[config.mk]
export PLATFORM = sky130hd
export DESIGN_NAME = ctrl_mem_read
export DESIGN_NICKNAME = d
export VERILOG_FILES = /design/src/rtl/mem_ctrl_pkg.sv /design/src/rtl/rd_skid_buf.sv /design/src/rtl/ctrl_mem_read.sv
export SDC_FILE = /design/constraint.sdc
export NUM_CORES = 1
export LEC_CHECK = 0
export CORE_UTILIZATION = 51
export DETAILED_ROUTE_END_ITERATION = 10
export PLACE_DENSITY = 0.78
export SLEW_MARGIN = 10
export SYNTH_ARGS = -nofsm -noshare
export SYNTH_HDL_FRONTEND = slang
export SYNTH_SLANG_ARGS = --single-unit
[constraint.sdc]
create_clock -name clk -period 2.4 [get_ports clk]
set_input_delay 0.48 -clock clk [delete_from_list [all_inputs] [get_ports clk]]
set_output_delay 0.48 -clock clk [all_outputs]
set_load 0.02 [all_outputs]
[src/rtl/mem_ctrl_pkg.sv]
// Shared types and constants for the data-memory read controller.
//   rd_state_t     : sweep FSM states
//   MEM_RD_LATENCY : read latency of the data memory, in cycles
//   BUF_DEPTH      : number of entries in the output skid buffer
package mem_ctrl_pkg;

    typedef enum logic [1:0] {
        IDLE   = 2'd0,
        STREAM = 2'd1,
        DRAIN  = 2'd2
    } rd_state_t;

    localparam int MEM_RD_LATENCY = 1;
    localparam int BUF_DEPTH      = 2;

endpackage

[src/rtl/rd_skid_buf.sv]
// Two-entry FIFO that absorbs read data while the consumer stalls.
// Ports:
//   clk, reset  : clock and synchronous active-high reset
//   push        : write push_data this edge
//   push_data   : word to store
//   pop         : drop the head entry this edge (may coincide with push)
//   count       : number of stored entries (0..2)
//   head        : oldest stored entry, 0 when empty
module rd_skid_buf #(
    parameter int DATA_WIDTH = 8
) (
    input  logic                  clk,
    input  logic                  reset,
    input  logic                  push,
    input  logic [DATA_WIDTH-1:0] push_data,
    input  logic                  pop,
    output logic [1:0]            count,
    output logic [DATA_WIDTH-1:0] head
);

    logic       wr_ptr_reg;
    logic       rd_ptr_reg;
    logic [1:0] count_reg;

    // One storage register per slot; the write pointer picks the slot.
    for (genvar gi = 0; gi < 2; gi++) begin : g_entry
        logic [DATA_WIDTH-1:0] data_reg;

        always_ff @(posedge clk) begin
            if (reset) begin
                data_reg <= '0;
            end else if (push && (wr_ptr_reg == 1'(gi))) begin
                data_reg <= push_data;
            end
        end
    end

    always_ff @(posedge clk) begin
        if (reset) begin
            wr_ptr_reg <= 1'b0;
            rd_ptr_reg <= 1'b0;
            count_reg  <= 2'd0;
        end else begin
            if (push) begin
                wr_ptr_reg <= ~wr_ptr_reg;
            end
            if (pop) begin
                rd_ptr_reg <= ~rd_ptr_reg;
            end
            count_reg <= count_reg + {1'b0, push} - {1'b0, pop};
        end
    end

    assign count = count_reg;
    assign head  = (count_reg == 2'd0) ? '0
                 : (rd_ptr_reg ? g_entry[1].data_reg : g_entry[0].data_reg);

endmodule

[src/rtl/ctrl_mem_read.sv]
// Read-side controller for the on-chip data memory. A start pulse sweeps
// addresses 0..MEM_SIZE-1 on a one-cycle-latency synchronous memory and
// streams each word out over a valid/ready handshake.
// Ports:
//   clk, reset   : clock and synchronous active-high reset
//   start        : begin a sweep (only honoured in IDLE)
//   mem_rd_data  : memory read data, valid the cycle after mem_rd_en
//   mem_addr     : read address (registered counter)
//   mem_rd_en    : read issue strobe for mem_addr
//   m_valid      : m_data holds a word
//   m_ready      : consumer accepts the word
//   m_data       : word presented to the consumer
//   busy         : sweep in progress (STREAM or DRAIN)
//   done         : one-cycle pulse after the final handshake
module ctrl_mem_read
    import mem_ctrl_pkg::*;
#(
    parameter int MEM_ADDR_WIDTH = 3,
    parameter int MEM_SIZE       = 8,
    parameter int DATA_WIDTH     = 8
) (
    input  logic                      clk,
    input  logic                      reset,
    input  logic                      start,
    input  logic [DATA_WIDTH-1:0]     mem_rd_data,
    output logic [MEM_ADDR_WIDTH-1:0] mem_addr,
    output logic                      mem_rd_en,
    output logic                      m_valid,
    input  logic                      m_ready,
    output logic [DATA_WIDTH-1:0]     m_data,
    output logic                      busy,
    output logic                      done
);

    localparam int ISSUE_W = (MEM_SIZE > 2) ? $clog2(MEM_SIZE) : 1;

    rd_state_t                 state_reg;
    rd_state_t                 state_next;
    logic [MEM_ADDR_WIDTH-1:0] addr_reg;
    logic [ISSUE_W-1:0]        issue_cnt_reg;
    logic                      inflight_reg;
    logic                      done_reg;

    logic [1:0]                buf_count;
    logic [DATA_WIDTH-1:0]     buf_head;
    logic [2:0]                occupancy;
    logic                      pop;
    logic                      issue;
    logic                      last_issue;
    logic                      last_pop;
    logic                      buf_push;
    logic                      buf_pop;

    // Words owned by the controller: buffered plus the one returning from memory.
    assign occupancy = {1'b0, buf_count} + {2'b0, inflight_reg};

    // The returning word is shown directly when the buffer is empty, so the
    // first word appears the cycle it leaves the memory.
    assign m_valid = (buf_count != 2'd0) || inflight_reg;
    assign m_data  = (buf_count != 2'd0) ? buf_head
                   : (inflight_reg ? mem_rd_data : '0);
    assign pop     = m_valid && m_ready;

    // Issue only when the word will have a slot, counting a same-cycle pop.
    assign issue      = (state_reg == STREAM) &&
                        (occupancy < (3'(BUF_DEPTH) + {2'b0, pop}));
    assign last_issue = issue && (issue_cnt_reg == ISSUE_W'(MEM_SIZE - 1));
    assign last_pop   = pop && (occupancy == 3'd1);

    // A bypassed word that is consumed immediately never enters the buffer.
    assign buf_push = inflight_reg && !(pop && (buf_count == 2'd0));
    assign buf_pop  = pop && (buf_count != 2'd0);

    rd_skid_buf #(
        .DATA_WIDTH (DATA_WIDTH)
    ) u_buf (
        .clk       (clk),
        .reset     (reset),
        .push      (buf_push),
        .push_data (mem_rd_data),
        .pop       (buf_pop),
        .count     (buf_count),
        .head      (buf_head)
    );

    // State register
    always_ff @(posedge clk) begin
        if (reset) begin
            state_reg <= IDLE;
        end else begin
            state_reg <= state_next;
        end
    end

    // Next-state logic
    always_comb begin
        state_next = state_reg;
        case (state_reg)
            IDLE:    if (start)      state_next = STREAM;
            STREAM:  if (last_issue) state_next = DRAIN;
            DRAIN:   if (last_pop)   state_next = IDLE;
            default:                 state_next = IDLE;
        endcase
    end

    // Output logic
    always_comb begin
        mem_rd_en = issue;
        busy      = (state_reg != IDLE);
    end

    // Counters, in-flight tracking and done pulse
    always_ff @(posedge clk) begin
        if (reset) begin
            addr_reg      <= '0;
            issue_cnt_reg <= '0;
            inflight_reg  <= 1'b0;
            done_reg      <= 1'b0;
        end else begin
            inflight_reg <= issue;
            done_reg     <= (state_reg == DRAIN) && last_pop;
            if (issue) begin
                if (addr_reg == MEM_ADDR_WIDTH'(MEM_SIZE - 1)) begin
                    addr_reg <= '0;
                end else begin
                    addr_reg <= addr_reg + 1'b1;
                end
                if (last_issue) begin
                    issue_cnt_reg <= '0;
                end else begin
                    issue_cnt_reg <= issue_cnt_reg + 1'b1;
                end
            end
        end
    end

    assign mem_addr = addr_reg;
    assign done     = done_reg;

endmodule

Word-level counts from Yosys, hierarchy flattened
Index checks and enable logic that the tools add are counted.
- bits of input ports: 12
- output and inout port bits: 15
- register bits: 30
- order comparisons: 1
- bitwise operators: 2
- reduce and logical (&&, ||, !) cells: 17
- eq/ne operators: 8
- mux-type cells: 10
- add/sub/neg operators: 6
- operator list (kind ; count):
    8-bit 2-to-1 mux ; 4
    1-bit logical AND ; 10
    3-bit by 1-bit adder with 3-bit output (second input constant) ; 2
    3-bit == test (second input constant) ; 2
    2-bit 2-to-1 mux ; 3
    3-bit 2-to-1 mux ; 2
    2-bit inequality test (second input constant) ; 3
    2-bit one-hot mux with 3 select lines ; 1
    2-bit logical NOT ; 2
    2-bit nonzero test ; 2
    2-bit by 1-bit adder with 3-bit output ; 1
    2-bit by 1-bit adder with 3-bit output (first input constant) ; 1
    3-bit by 1-bit == test with 1-bit output (second input constant) ; 1
    3-bit < comparator ; 1
    3-bit AND reduction ; 1
    2-bit by 1-bit adder with 2-bit output ; 1
    2-bit by 1-bit == test with 1-bit output (second input constant) ; 1
    2-bit == test (second input constant) ; 1
    1-bit NOT ; 2
    2-bit by 1-bit subtractor with 2-bit output ; 1
    1-bit logical NOT ; 1
    1-bit logical OR ; 1

Logic depth before layout (Yosys ltp)
- depth after elaboration: 9
- depth in mapped cells: 9
- depth with buffers taken out: 8

Modules after synthesis
From an unflattened synthesis, not the netlist that was laid out.
- cells, all modules: 190
- area total of the unflattened synthesis: 1531.5 um^2
- modules (own cells, without submodules) (module ; instances ; area each (um^2) ; cells each):
    rd_skid_buf ; 1 ; 899.6 ; 107
    ctrl_mem_read ; 1 ; 631.9 ; 83

Worst setup path after synthesis
No wires, ideal clock.
- kind: register to output
- from: register u_buf.count_reg[1] (netlist: u_buf.count[1])
- to: output m_data[6]
- path slack: 0.521 ns
- data arrival time: 1.399 ns
- cell stages (with the launch flop): 6
- buffers on the path: 2
- cells stage by stage: dfxtp_1 > nor2_1 > buf_2 > clkbuf_1 > nand3_1 > o21ai_0
- cells in the longest elaborated chain, start to end: 3
- elaborated cells on any way between the ends: 4
- RTL lines (item ; line ; text):
    start, declared ; rd_skid_buf.sv:23 ; logic [1:0] count_reg;
    start signal, assigned ; rd_skid_buf.sv:50 ; count_reg <= count_reg + {1'b0, push} - {1'b0, pop};
    2-bit logical NOT ; rd_skid_buf.sv:55 ; assign head = (count_reg == 2'd0) ? '0
    8-bit 2-to-1 mux ; rd_skid_buf.sv:55 ;
    8-bit 2-to-1 mux * ; ctrl_mem_read.sv:60 ; assign m_data = (buf_count != 2'd0) ? buf_head
    end, declared ; ctrl_mem_read.sv:30 ; output logic [DATA_WIDTH-1:0] m_data,
Every way passes the cells marked *; elsewhere a longest branch is shown, timed or not.

Worst setup path after layout
- from: register u_buf.count_reg[1] (netlist: u_buf.count[1])
- to: output m_valid
- cells in the longest elaborated chain, start to end: 2
- RTL lines (item ; line ; text):
    2-bit nonzero test ; ctrl_mem_read.sv:59 ; assign m_valid = (buf_count != 2'd0) || inflight_reg;
    1-bit logical OR ; ctrl_mem_read.sv:59 ;
    end, declared ; ctrl_mem_read.sv:28 ; output logic m_valid,
Every way passes these cells.

==> flow_metrics.py <==
metrics = {
    "floorplanning": {
        "die_w_um": 55.5,
        "dieArea_um2": 3080,
        "start_util_pct": 53.3,
        "ios": 27,
        "core_area_um2": 2730,
        "die-height_um": 55.5,
        "placementRows": 19,
    },
    "clocking": {
        "clk_pin_slew_ns": 0.10,
        "cts_num_sinks": 30,
        "hold_buffers": 0,
        "root_buffer": "clkbuf_4",
        "postCtsSetupRepairBufs": 0,
        "worstSkewPairLatency_ns": 0.34,
        "cts_buffer_depth": 2,
        "cts_tree": "done",
        "h-tree-depth": 2,
        "numCtsBuffers": 5,
    },
    "timing": {
        "rsz0062_at_grt": "false",
        "hold_violations": 0,
        "worstMarginPinSlew_ns": 0.498,
        "finalCriticalPeriod_ns": 2.22,
        "fin_skew_ns": 0.00839,
        "fin_crit_sh_pct": 92.4,
        "tns_ns": 0,
        "fmax_ghz": 0.451,
        "slew_headroom_pct": 66.8,
        "setup_viol": 0,
        "holdWs_ns": 0.467,
        "slew_viol_final": 0,
    },
    "cells_and_area": {
        "drive_gt1_share_pct": 14.8,
        "n_antenna_cell": 0,
        "area_growth_pct": 31.8,
        "nNetsFinal": 222,
        "largest_reg_flops": 16,
    },
    "critical_path": {
        "worstPathArrival_ns": 1.74,
        "critPathCaptureType": "output pin",
        "r2r_slack_ns": 0.54,
        "slowest_stage": "clkdlybuf4s50_1",
        "reg2reg_depth": 9,
        "required_ns": 1.92,
        "rr_endpoint": "u_buf.count[1]",
        "path_cells": "nor2_1 -> buf_6 -> nand2_1 -> clkdlybuf4s50_1",
        "cp_max_fo": 21,
        "slowest_delay_ns": 0.60,
        "startpoint_type": "flop",
        "r2r-start": "u_buf.count[1]",
        "crit_type": "reg -> out",
    },
    "place": {
        "place_hpwl_um": 2370,
        "port_buffers": 26,
        "place_congestion": 0.768,
    },
    "pwr": {
        "ir_drop_v": 0.000799,
        "total_power_mw": 1.72,
        "leakage_nw": 0.842,
        "p_per_area_nw_per_um2": 896,
    },
    "route": {
        "vias_per_cell": 5.67,
        "drtIter0Drc": 28,
        "ant_nets": 0,
        "drc_errors": 0,
        "firstDrtPassIters": 4,
        "detail_route.wl_per_cell_um": 14.4,
        "finalWirelength_um": 3370,
        "dr_total_vias": 1327,
    },
    "min_path": {
        "hold_path.startpoint": "u_buf.g_entry[1].data_reg[6]",
        "whs_endpoint": "u_buf.g_entry[1].data_reg[6]",
        "whs_path_depth": 2,
        "hp-class": "reg -> reg",
    },
    "synth": {
        "synth_top_area_share_pct": 41.2,
        "synth_common_cells": "30 x dfxtp_1, 19 x nand3_1, 16 x mux2i_1, 15 x nor2_1",
        "synth_edf_count": 0,
        "synth_ff_type": "dfxtp_1",
        "syn_nets": 183,
        "postSynthCellCount": 163,
        "synth_area_leaders": "dfxtp_1 41%, mux2i_1 11%, ha_1 6.9%",
        "seq_area_frac_synth_pct": 41.2,
        "synth_largest_area_cell": "dfxtp_1",
        "synth.distinct_cells": 30,
        "syn_avg_cell_area_um2": 8.94,
        "synth_seq_cells": 30,
        "yosysMostFrequentCell": "dfxtp_1",
        "synthArstFlopShare_pct": 0,
        "yosys_warnings": 0,
        "syn-cell-area_um2": 1460,
    },
    "job": {
        "cap_violations": 0,
    },
    "grt": {
        "grt_overflow_total": 0,
        "track_usage_pct": 23.2,
        "first_global_vias": 1328,
        "antenna_found_initial": 0,
        "grt_first_pass_wirelength_um": 5650,
        "grt_max_degree": 31,
    },
    "status": {
        "status": "complete, no violations",
    },
}
-- power by group --
part	leakage, nW	internal (mW)	total (mW)	switching, mW
clock	0.0450	0.216	0.398	0.183
sequential	0.244	0.550	0.613	0.0624
combinational	0.554	0.331	0.711	0.380
-- repair_timing --
item                       CTS  global route
resized for setup            2            10
gates cloned                 0             0
setup endpoints to repair    2             8
-- layout by cell type, fill, tap and decap left out --
cell type,netlist,layout
a2111oi_0,1,1
a211o_1,1,1
a211oi_4,1,1
a21oi_1,14,14
a21oi_2,1,1
and2_1,1,1
buf_4,0,13
buf_6,0,1
bufinv_16,0,1
clkbuf_2,0,1
clkbuf_4,0,5
clkdlybuf4s50_1,0,17
clkinv_2,0,2
dfxtp_1,30,30
dlygate4sd2_1,0,1
dlymetal6s2s_1,0,7
ha_1,8,8
inv_1,6,6
mux2i_1,16,16
nand2_1,11,11
nand3_1,19,19
nand4_1,1,1
nor2_1,15,15
nor2b_1,2,2
nor4b_1,1,1
nor4bb_1,1,1
o21a_4,1,1
o21ai_0,14,14
o21ai_2,1,1
o31ai_1,1,1
o31ai_4,1,1
or2_2,1,1
or4_1,2,2
or4b_2,1,1
xnor2_1,3,3
xor2_1,1,1
-- cells by family after synthesis --
family	count (synthesis)	synth area share (%)
simple gates	55	18.4
compound gates	36	16.4
flops	30	41.2
mux	16	11.0
buf+inv	14	3.78
fa+ha+maj	8	6.87
xor+xnor	4	2.40
-- how the worst max path moves through the flow --
stage | startpoint | end | slack, ns | cells past startpoint
2_1_floorplan | u_buf.count[1] | m_data[6] | 0.52 | 5
3_3_place_gp | m_ready | mem_rd_en | -0.07 | 6
3_5_place_dp | m_ready | mem_rd_en | -0.08 | 6
4_1_cts | u_buf.count[1] | m_data[6] | 0.02 | 5
5_1_grt | u_buf.count[1] | m_valid | 0.08 | 4
6_report | u_buf.count[1] | m_valid | 0.18 | 4
-- stage by stage --
stage          worst slack [ns]  cell area [um^2]  utilization [%]  instances
6_report                  0.183              1920             70.3        234
4_1_cts                  0.0174              1900             69.7        234
3_3_place_gp            -0.0656              1830             66.9        226
2_1_floorplan             0.521              1460                -        163
3_5_place_dp            -0.0772              1830             66.9        226
5_1_grt                  0.0758              1920             70.3        234
-- layout make-up --
type	instances	area, um^2
Multi-Input combinational cell	119	802
Tap cell	31	38.8
Timing Repair Buffer	40	380
Sequential cell	30	601
Clock inverter	3	40.0
Clock buffer	5	37.5
Fill cell	208	812
Inverter	6	22.5
-- critical path, delay by kind of cell (launching register included) --
kind	cells	cell delay [ns]
simple gates	2	0.18
buf+inv	2	0.77
flops	1	0.45
-- metal layers --
| layer | global-route usage, % | share of wire [%] |
|---|---|---|
| met1 | 25.0 | 42 |
| met2 | 41.3 | 52 |
| met3 | 5.39 | 4.2 |
| met4 | 12.9 | 1.4 |
| met5 | 0 | 0 |
Power figures use the tool's default switching activity.
